--- src/rtl/serial_tofed_tx_pkg.sv ---
// Shared types and constants for the serial 2-of-5 transmitter.
// Codes are 5 bits, bit 1 (MSB) is sent first.
package SerialTOFEDDefs_2of5;

  typedef enum logic {
    FALSE = 1'b0,
    TRUE  = 1'b1
  } bool_t;

  typedef enum logic [2:0] {
    S_B1 = 3'd0,
    S_B2 = 3'd1,
    S_B3 = 3'd2,
    S_B4 = 3'd3,
    S_B5 = 3'd4
  } tx_state_t;

  localparam logic [4:0] IDLE_CODE = 5'b00000;

  localparam logic [4:0] CODE_TABLE [10] = '{
    5'b11000, 5'b00011, 5'b00101, 5'b00110, 5'b01001,
    5'b01010, 5'b01100, 5'b10001, 5'b10010, 5'b10100
  };

endpackage

--- src/rtl/serial_tofed_tx_encode.sv ---
// Combinational digit-to-2-of-5 lookup; out-of-range digits map to the
// idle code and raise range_err.
module tofed_encode
  import SerialTOFEDDefs_2of5::*;
(
  input  logic [3:0] digit,
  output logic [4:0] code,
  output logic       range_err
);

  always_comb begin
    code      = IDLE_CODE;
    range_err = 1'b0;
    if (digit <= 4'd9) begin
      code = CODE_TABLE[digit];
    end else begin
      range_err = 1'b1;
    end
  end

endmodule

--- src/rtl/serial_tofed_tx.sv ---
// Serial 2-of-5 transmitter: continuous back-to-back 5-bit frames, one bit
// per clock, with a one-entry holding slot feeding the next frame.
module serial_tofed_tx
  import SerialTOFEDDefs_2of5::*;
(
  input  logic       clk,
  input  logic       resetH,
  input  logic [3:0] digit_in,
  input  logic       digit_valid,
  output logic       digit_ready,
  output logic       dout,
  output logic       frame_start,
  output bool_t      err
);

  tx_state_t  state_q, state_d;
  logic [4:0] shift_q, shift_d;
  logic       hold_valid_q, hold_valid_d;
  logic [4:0] hold_code_q, hold_code_d;
  bool_t      err_q, err_d;

  logic [4:0] enc_code;
  logic       enc_range_err;
  logic       transfer;

  // The holding slot stores the already-encoded code, so a single encoder
  // on digit_in serves both the direct-load and the held path.
  tofed_encode u_encode (
    .digit     (digit_in),
    .code      (enc_code),
    .range_err (enc_range_err)
  );

  assign transfer    = digit_valid && !hold_valid_q;
  assign digit_ready = !hold_valid_q;
  assign dout        = shift_q[4];
  assign frame_start = (state_q == S_B1);
  assign err         = err_q;

  always_comb begin
    state_d      = S_B1;
    shift_d      = {shift_q[3:0], 1'b0};
    hold_valid_d = hold_valid_q;
    hold_code_d  = hold_code_q;
    err_d        = (transfer && enc_range_err) ? TRUE : FALSE;

    case (state_q)
      S_B1:    state_d = S_B2;
      S_B2:    state_d = S_B3;
      S_B3:    state_d = S_B4;
      S_B4:    state_d = S_B5;
      S_B5:    state_d = S_B1;
      default: state_d = S_B1;
    endcase

    if (state_q == S_B5) begin
      // Frame boundary: a held code wins; otherwise a same-edge transfer
      // goes straight into the shifter without touching the slot.
      hold_valid_d = 1'b0;
      if (hold_valid_q) begin
        shift_d = hold_code_q;
      end else if (transfer) begin
        shift_d = enc_code;
      end else begin
        shift_d = IDLE_CODE;
      end
    end else if (transfer) begin
      hold_valid_d = 1'b1;
      hold_code_d  = enc_code;
    end else begin
      hold_valid_d = hold_valid_q;
    end
  end

  always_ff @(posedge clk or posedge resetH) begin
    if (resetH) begin
      state_q      <= S_B1;
      shift_q      <= IDLE_CODE;
      hold_valid_q <= 1'b0;
      hold_code_q  <= IDLE_CODE;
      err_q        <= FALSE;
    end else begin
      state_q      <= state_d;
      shift_q      <= shift_d;
      hold_valid_q <= hold_valid_d;
      hold_code_q  <= hold_code_d;
      err_q        <= err_d;
    end
  end

endmodule
--- config.mk ---
export PLATFORM = sky130hd
export DESIGN_NAME = serial_tofed_tx
export DESIGN_NICKNAME = d
export VERILOG_FILES = /design/src/rtl/serial_tofed_tx_pkg.sv /design/src/rtl/serial_tofed_tx_encode.sv /design/src/rtl/serial_tofed_tx.sv
export SDC_FILE = /design/constraint.sdc
export NUM_CORES = 1
export LEC_CHECK = 0
export CORE_MARGIN = 4
export CORE_UTILIZATION = 33
export CTS_CLUSTER_DIAMETER = 60
export DETAILED_ROUTE_END_ITERATION = 10
export DONT_BUFFER_PORTS = 1
export SLEW_MARGIN = 25
export SYNTH_ARGS = -nofsm -noshare
export SYNTH_HDL_FRONTEND = slang
export SYNTH_SLANG_ARGS = --single-unit
--- constraint.sdc ---
create_clock -name clk -period 1.2 [get_ports clk]
set_input_delay 0.36 -clock clk [delete_from_list [all_inputs] [get_ports clk]]
set_output_delay 0.36 -clock clk [all_outputs]
set_load 0.02 [all_outputs]
==> summary.md <==
| Metric | Value |
|---|---|
| Initial antenna violation count | `0` |
| Post-Syn Area | `777.0 um2` |
| Vias in the first global route | `590` |
| Routed Antenna Nets | `0` |
| Layout Cells excl Fill | `120` |
| Global-route wire length before repair | `2622 um` |
| Min Tclk post-route | `1450 ps` |
| Critical path class | `reg -> out` |
| CP max stage delay | `390 ps` |
| GRT Util Overall | `0.1032` |
| Hold Fails Final Rpt | `0` |
| Syn_nets | `87` |
| CTS Sinks | `15` |
| # rows | `17` |
| Net Switching | `0.0002411 W` |
| Outcome | `finished, violations left` |
| Crit path arrival time | `1090 ps` |
| Maximum number of pins on one net before global-route repair | `16` |
| Synth Warn # | `0` |
| Slew Limit Headroom | `0.7444` |
| Syn Area/Cell | `10.36 um2` |
| Setup Viol. Count Final | `9` |
| Peak supply drop | `629.0 uV` |
| Clock Skews | `5.134 ps` |
| 1st-iter DRT viols | `11` |
| Failing checks | `negative setup slack` |
| Core Area | `2233 um2` |
| Crit start category | `flip-flop` |
| Fill cell count | `228` |
| DRC | `0` |
| PortBufs | `0` |
| Initial Util | `0.3479` |
| Final worst slack | `-250.2 ps` |
| Hpwl dp | `1181 um` |
| CP required | `840 ps` |
| Crit-path cells | `buf_6 > nor3_4 > buf_6` |
| Power Density | `948.2 nW/um2` |
| Level count of the clock H-tree | `1` |
| FMAX | `0.6896 GHz` |
| Commonest non-fill, non-tap cell in the layout | `dfrtp_1` |
| Ant. Diodes | `0` |
| Most frequent CP cell | `buf_6` |
| Via density | `4.933` |
| Share of layout cells above drive strength 1 | `0.4239` |
| Longest Clk Path Bufs | `2` |
| Area of the multi-input gates | `465.4 um2` |
| Pre-CTS setup slack | `-159.0 ps` |
| Worst Path Max Fanout | `2` |
| Worst min-delay path category | `in -> reg` |
| Wirelength, routed | `1600 um` |
| Io pins | `11` |
| TritonCTS clock tree | `done` |
| Commonest cells after routing, fill and taps aside | `15 x dfrtp_1, 12 x nor2_1, 8 x buf_4, 6 x buf_6, 5 x mux2_4` |
| Placed Area | `930.9 um2` |
| Grt total ovfl | `0` |
| Worst Tran Pin Value | `381.1 ps` |
| Placed cells | `111` |
| P_leak | `0.4949 nW` |
| Sequential share of power | `0.559` |
| CTS buffer count | `3` |
| DR pass1 iterations | `6` |
| Max Cap Violations | `0` |
| RePlAce Congestion | `0.7948` |
| Post-route cell area | `1074 um2` |
| Internal Power | `0.0007768 W` |
| Area growth syn-to-layout | `38.16%` |
| Clk_lat worst skew | `270 ps` |
| Crit. End Element | `output port` |
| Sw Share | `0.2369` |
| Synth unique cells | `25` |
| CTS Root Cell | `clkbuf_4` |
| Worst path slowest cell | `dfrtp_1` |
| Die width | `56.53 um` |
| Post-layout util | `0.4807` |
| Combinational share of power | `0.170` |
| Number of synthesized register bits | `15` |
| Gate Count Post-Synth | `75` |
| RSZ-0062 raised after global routing | `yes` |
| Slew Limit Fails | `0` |
| WL per Instance | `13.33 um` |
| Clock slew seen by the registers of the worst setup and hold paths | `80 ps` |
| Seq. cell area | `375.4 um2` |
| Die Y | `56.53 um` |
| Fin crit share | `1.208` |
| Die ar. | `3195 um2` |
| DR vias | `592` |
| Nets@finish | `105` |
| Sequential area share after synthesis | `0.4831` |
| Clock power share | `0.270` |
[layout make-up]
cell class / count / share of cell area
inverters: 5 / 0.03147
well taps: 28 / 0.03263
multi-input cells: 53 / 0.4336
repair buffers: 15 / 0.1282
clock buffers: 4 / 0.02448
flip-flops and latches: 15 / 0.3497
[sequential cells by signal, summed over array words and instances, names as in the netlist]
name and cells:
shift_q 5, err 1, state_q 3, hold_valid_q 1, hold_code_q 5
[Yosys cell counts]
cell,number,share of area
nor2_1,14,0.068
o211ai_1,1,0.0097
a211oi_1,1,0.0097
nand3b_1,1,0.0097
mux2i_1,1,0.013
nor2b_1,1,0.0081
a21oi_1,3,0.019
o21ai_0,1,0.0064
nor3_1,1,0.0064
nand2_1,4,0.019
a21boi_0,1,0.0097
ha_1,5,0.081
a22oi_1,1,0.0097
xnor2_1,2,0.023
inv_1,5,0.024
o21bai_1,1,0.0097
a221o_1,2,0.026
nor2_4,1,0.014
o22ai_1,1,0.0081
and3_1,3,0.024
mux2_2,5,0.072
dfrtp_1,15,0.48
a221oi_1,2,0.023
buf_2,2,0.013
and2_4,1,0.011
[logic make-up after synthesis]
logic type,synth area share
adder cells (fa/ha/maj),0.08052
multiplexers,0.08534
flip-flops,0.4831
buffers and inverters,0.03704
AO/OA/AOI/OAI,0.1305
XOR/XNOR,0.02255
AND/OR/NAND/NOR,0.1610
[metal layers]
layer | global-route usage | vias to the layer above | share of wire
met2 | 0.1601 | 14 | 0.49
met5 | 0 | - | 0
met4 | 0.05085 | 0 | 0.013
met3 | 0.02069 | 2 | 0.059
met1 | 0.1352 | 283 | 0.44
li1 | - | 293 | -
[critical path, delay by kind of cell, from the launching register on]
kind | cells | cell delay, ps
buffers and inverters | 2 | 250
AND/OR/NAND/NOR | 1 | 170
flip-flops | 1 | 390
[stage by stage]
step           TNS (ps)  total power (W)  hold slack (ps)
3_3_place_gp     -365.8        0.0007209            262.8
5_1_grt           -2298         0.001083            218.9
2_1_floorplan    -257.3        0.0006960            261.5
3_5_place_dp     -406.9        0.0007241            272.4
6_report          -1821         0.001018            236.8
4_1_cts           -1221         0.001019            233.7
[power groups by stage]
stage	registers [W]	clock network [W]	logic (W)
after CTS	0.000567	0.000287	0.000164
after floorplan	0.000571	0	0.000125
after global routing	0.000572	0.000316	0.000194
after global placement	0.000576	0	0.000145
after detailed placement	0.000576	0	0.000148
final	0.000569	0.000275	0.000173
[final timing paths]
kind,startpoint,end,slack [ps],depth (start not counted)
setup / recovery,state_q[2],frame_start,-250,3
hold / removal,digit_valid,hold_valid_q,240,2
setup reg to reg,state_q[2],shift_q[2],-230,6
hold reg to reg,shift_q[1],shift_q[2],500,1
max in group asynchronous,resetH,state_q[2],510,3
min in group asynchronous,resetH,shift_q[3],520,3
[repair_timing]
item | CTS | global route
endpoints found under the setup margin | 6 | 12
hold endpoints to repair | 15 | 0
hold buffers | 1 | 0
setup buffers | 3 | 1
gates resized for setup | 8 | 11
cloned | 0 | 0
pin swaps | 2 | 1
No activity file was read; power rests on OpenSTA's default activity.
==> RTL edit 1 (same flow settings) <==
Make the reset (`resetH`) synchronous in one clocked block.
--- a/src/rtl/serial_tofed_tx.sv
+++ b/src/rtl/serial_tofed_tx.sv
@@ -72,7 +72,7 @@
     end
   end
 
-  always_ff @(posedge clk or posedge resetH) begin
+  always_ff @(posedge clk) begin
     if (resetH) begin
       state_q      <= S_B1;
       shift_q      <= IDLE_CODE;
Formal check against the unedited RTL: differs if resetH is asserted again (counterexample within 4 cycles, from zero or initial values and one cycle with resetH high); with resetH held inactive, the same outputs for 10 cycles.
==> RTL edit 1 against the original RTL <==
  * The flow still finishes with violations (setup timing)
  * Area after synthesis shrank 6.8%
  * Via count grew 12%
  * Power grew 4.9%
  * Sequential power shrank 5.3%
  * Sequential cell count is the same
  * Routed wire length grew 5.2%
  * Setup slack gained 32 ps
  * Cell area shrank 6.3%
  * Critical path type is now reg -> reg
==> RTL edit 1: results (changes against the original RTL) <==
[run_status]
status=complete, but fails checks
violations=setup timing

[global_routing]
grt_pass1_vias=536  ; -9.2%
grt_use_total_pct=11.7  ; +1.4 points

[cts]
cts_setup_buffers=4  ; +1
cts_resized=9  ; +1

[power]
p_clk_share_pct=27.9  ; +0.9 points
power.switching_w=0.000292  ; +21%
ir_drop_mv=0.634  ; +0.87%
power_w=0.00107  ; +4.9%
leakage_nw=0.396  ; -20%
power_frac_comb_pct=21.6  ; +4.6 points

[synth]
ys_top_cells_by_area=dfxtp_1 (41%), ha_1 (8.6%), nor2_1 (6.2%), mux2i_1 (5.5%), nor3_1 (4.8%)
synth.avg_cell_area_um2=8.62  ; -17%
synthArstFlopShare_pct=0  ; -100 points
synth.distinct_cells=27  ; +8.0%

[layout]
nFillCells=190  ; -17%
nNonClkBuffers=17  ; +2
buffer_area_share_pct=15.3  ; +2.5 points
drive_gt1_share_pct=39.6  ; -2.8 points
num-nonclk-inverters=4  ; -1
fin_cells=128  ; +6.7%
nNetsFinal=114  ; +8.6%
post-route-util_pct=49.8  ; +1.7 points
sh_seq_area_pct=30.3  ; -4.6 points
clkCellAreaFrac_pct=2.61  ; +0.16 points
multiInputGateArea_um2=469  ; +0.81%

[route]
drt-pass1-iter-count=4  ; -2
wirelength_mm=1.68  ; +5.2%
drt-initial-drc-count=10  ; -1
num_vias=661  ; +12%

[placement]
pre_cts_ws_ps=-106  ; +52.7 ps
gp_congestion=0.760  ; -4.4%
place_area_um2=853  ; -8.3%

[setup_path]
r2r_start=state_q[2]$_SDFF_PP0_
cp_max_fo=4  ; +2
crit_type=reg -> reg
reg2reg_depth=4  ; -2
r2r_end=shift_q[2]$_SDFF_PP0_
cp.arrival_ps=1640  ; +550 ps

[sta]
setup_viol_count_final=11  ; +2
fin_hold_ws_ps=122  ; -115 ps
fin_ws_ps=-218  ; +32.2 ps
tns_ps=-1060  ; +758 ps
worst_pin_slew_ps=300  ; -80.8 ps

[hold_path]
worstHoldPathCells=1  ; -1
min_to=hold_code_q[2]$_SDFFE_PP0P_

[floorplanning]
row_count=16  ; -1

-- RTL edit 1: changes by cell type after synthesis, sizes merged, moves of 3 or more --
| cell | change |
|---|---|
| mux2i | +3 |
| clkbuf | +3 |
| dfrtp | -15 |
| nor3 | +6 |
| mux2 | -5 |
| dfxtp | +15 |
| o21ai | +4 |
-- RTL edit 1: cells by family after synthesis --
| group | synth area share, % |
|---|---|
| DFF | 41.5 |
| and+or+nand+nor | 22.5 |
| muxes | 5.53 |
| adders and majority gates | 8.64 |
| AOI/OAI and AO/OA | 15.0 |
| buffers and inverters | 4.49 |
| xor gates and xnor gates | 2.42 |
-- RTL edit 1: worst max-delay path, stage by stage (launching register included) --
cell and delay (ps):
dfxtp_2 360, buf_6 100, or3b_4 400, or3_4 340, o21ai_1 150
-- RTL edit 1: routing by layer --
layer / up-vias / track usage, % / part of all wire [%]
met5: - / 0 / 0
met4: 0 / 4.98 / 0.48
met3: 2 / 4.09 / 3.0
met2: 8 / 18.3 / 52
met1: 322 / 14.4 / 45
li1: 329 / - / -
==> RTL edit 2 (same flow settings) <==
Made on the original files. The 5 states of `tx_state_t` get a one-hot encoding in 5 bits.
--- a/src/rtl/serial_tofed_tx_pkg.sv
+++ b/src/rtl/serial_tofed_tx_pkg.sv
@@ -7,12 +7,12 @@
     TRUE  = 1'b1
   } bool_t;
 
-  typedef enum logic [2:0] {
-    S_B1 = 3'd0,
-    S_B2 = 3'd1,
-    S_B3 = 3'd2,
-    S_B4 = 3'd3,
-    S_B5 = 3'd4
+  typedef enum logic [4:0] {
+    S_B1 = 5'b00001,
+    S_B2 = 5'b00010,
+    S_B3 = 5'b00100,
+    S_B4 = 5'b01000,
+    S_B5 = 5'b10000
   } tx_state_t;
 
   localparam logic [4:0] IDLE_CODE = 5'b00000;
Behaviour: same outputs for any inputs over 10 cycles, from zero or initial values and one cycle with resetH high; not proved beyond that.
==> RTL edit 2 against the original RTL <==
  * The flow still finishes with violations (setup timing)
  * Fmax is 5.3% lower
  * Critical path type unchanged
  * Largest power group unchanged
  * Routed wire length up 5.6%
  * Power increased by 5.2%
  * Critical path depth stayed put
  * Sequential cell count is 2 higher
  * Cell area is 3.1% higher
  * Setup slack got worse by 81 ps
  * Area after synthesis increased by 14%
==> RTL edit 2: results (changes against the original RTL) <==
[sta]
fin_ws_ps=-331  ; -80.9 ps
maxSlewHeadroom_pct=73.9  ; -0.58 points
fin_skew_ps=9.25  ; +4.12 ps
setup_viol_count_final=17  ; +8

[route]
dr.max_layer_used=met4
drc_errors=0  ; unchanged
drt-pass1-iter-count=4  ; -2
drt-vias-per-instance=4.98  ; +1.0%
wl_met3_um=62  ; -34%
route.met2.wl_um=857  ; +9.0%
drt-met1-wl_um=756  ; +8.5%
drt-initial-drc-count=25  ; +14
wirelength_mm=1.69  ; +5.6%

[layout]
nFillCells=248  ; +8.8%
nNetsFinal=114  ; +8.6%
largestRegisters=hold_code_q (5), shift_q (5), state_q (5)
drive_gt1_share_pct=37.6  ; -4.8 points

[global_routing]
use_met3_pct=3.24  ; +1.2 points
antenna_found_initial=0  ; unchanged
grt_pass1_wl_mm=2.74  ; +4.5%
gr-usage-met2_pct=16.0  ; +0.043 points
grt_use_total_pct=10.3  ; -0.011 points
grt_pass1_vias=623  ; +5.6%
grt_use_met1_pct=13.3  ; -0.19 points
grt_max_degree=13  ; -3

[power]
ir_drop_mv=0.657  ; +4.4%
power_w=0.00107  ; +5.2%
switching_share_pct=25.1  ; +1.4 points
power_frac_seq_pct=59.6  ; +3.7 points
leakage_nw=0.502  ; +1.4%
power_frac_comb_pct=12.2  ; -4.8 points

[placement]
place_area_mm2=0.00102  ; +9.3%
gp_congestion=0.780  ; -1.9%
dpl.hpwl_mm=1.28  ; +8.7%

[synth]
ys_top_cells_by_area=dfrtp_1 (45%), ha_1 (7.1%), nor2_1 (5.9%), mux2_2 (5.1%), dfstp_2 (3.0%)
synthFlopType=dfrtp_1
synth.distinct_cells=31  ; +24%
yosysSeqAreaShare_pct=48.1  ; -0.21 points
yosys_warnings=0  ; unchanged
synth_nets=97  ; +11%
synth_commonest_cells=dfrtp_1 (16), nor2_1 (14), ha_1 (5), inv_1 (5), nand2_1 (5)
synthArstFlopShare_pct=100  ; unchanged

[cts]
path_clk_slew_ps=100  ; +20 ps
cts_made_buffers=3  ; unchanged
clockBufferDepth=2  ; unchanged
cts_root_buf=clkbuf_4
cts.htree.levels=1  ; unchanged
worstSkewPairLatency_ps=290  ; +20 ps

[setup_path]
reg2reg_depth=4  ; -2
cp.arrival_ps=1170  ; +80 ps
worstSetupStartpoint=state_q[0]$_DFF_PP1_
cp_slowest_cell=dfstp_2
cp_max_fo=3  ; +1
critPathMaxStageDelay_ps=550  ; +160 ps

[run_status]
violations=setup timing
status=complete, but fails checks

[hold_path]
worstHoldPathCells=1  ; -1
min_from=digit_in[3]
hold_path.class=in -> reg

-- RTL edit 2: timing repair --
action | CTS | global route
hold endpoints to repair | 4 | 0
pin swaps | 3 | 1
setup endpoints to repair | 17 | 17
buffers inserted | 2 | 0
resized for setup | 7 | 4
hold buffers | 1 | 0
-- RTL edit 2: final timing paths --
path | to | slack (ps)
worst max-delay path | frame_start | -330
worst min-delay path | err$_DFF_PP0_ | 190
worst max register to register | shift_q[4]$_DFF_PP0_ | -320
worst min register to register | shift_q[4]$_DFF_PP0_ | 490
max in group asynchronous | hold_code_q[1]$_DFFE_PP0P_ | 340
min in group asynchronous | state_q[4]$_DFF_PP0_ | 420
-- RTL edit 2: cells by family after synthesis --
| group | after synthesis | share of synthesized area [%] |
|---|---|---|
| AO/OA/AOI/OAI | 14 | 12.4 |
| XOR/XNOR | 1 | 0.987 |
| buffers and inverters | 9 | 4.80 |
| flip-flops | 17 | 48.1 |
| adder cells (fa/ha/maj) | 5 | 7.05 |
| multiplexers | 5 | 6.21 |
| AND/OR/NAND/NOR | 34 | 20.5 |
-- RTL edit 2: area by class of cell --
class | instances | area [µm²] | share of cell area [%]
clock buffers | 3 | 22.5 | 2.03
clock inverters | 1 | 5.00 | 0.452
repair buffers | 16 | 130 | 11.8
multi-input cells | 59 | 460 | 41.6
flip-flops and latches | 17 | 428 | 38.6
inverters | 5 | 23.8 | 2.15
well taps | 30 | 37.5 | 3.39
-- RTL edit 2: per-stage QoR --
step | util [%] | setup TNS, ps | std cells
CTS | 43.2 | -3960 | 131
floorplan | - | -3070 | 85
global route | 43.9 | -4560 | 131
global placement | 40.3 | -3000 | 124
detailed placement | 40.3 | -3200 | 124
finish | 43.9 | -3530 | 131
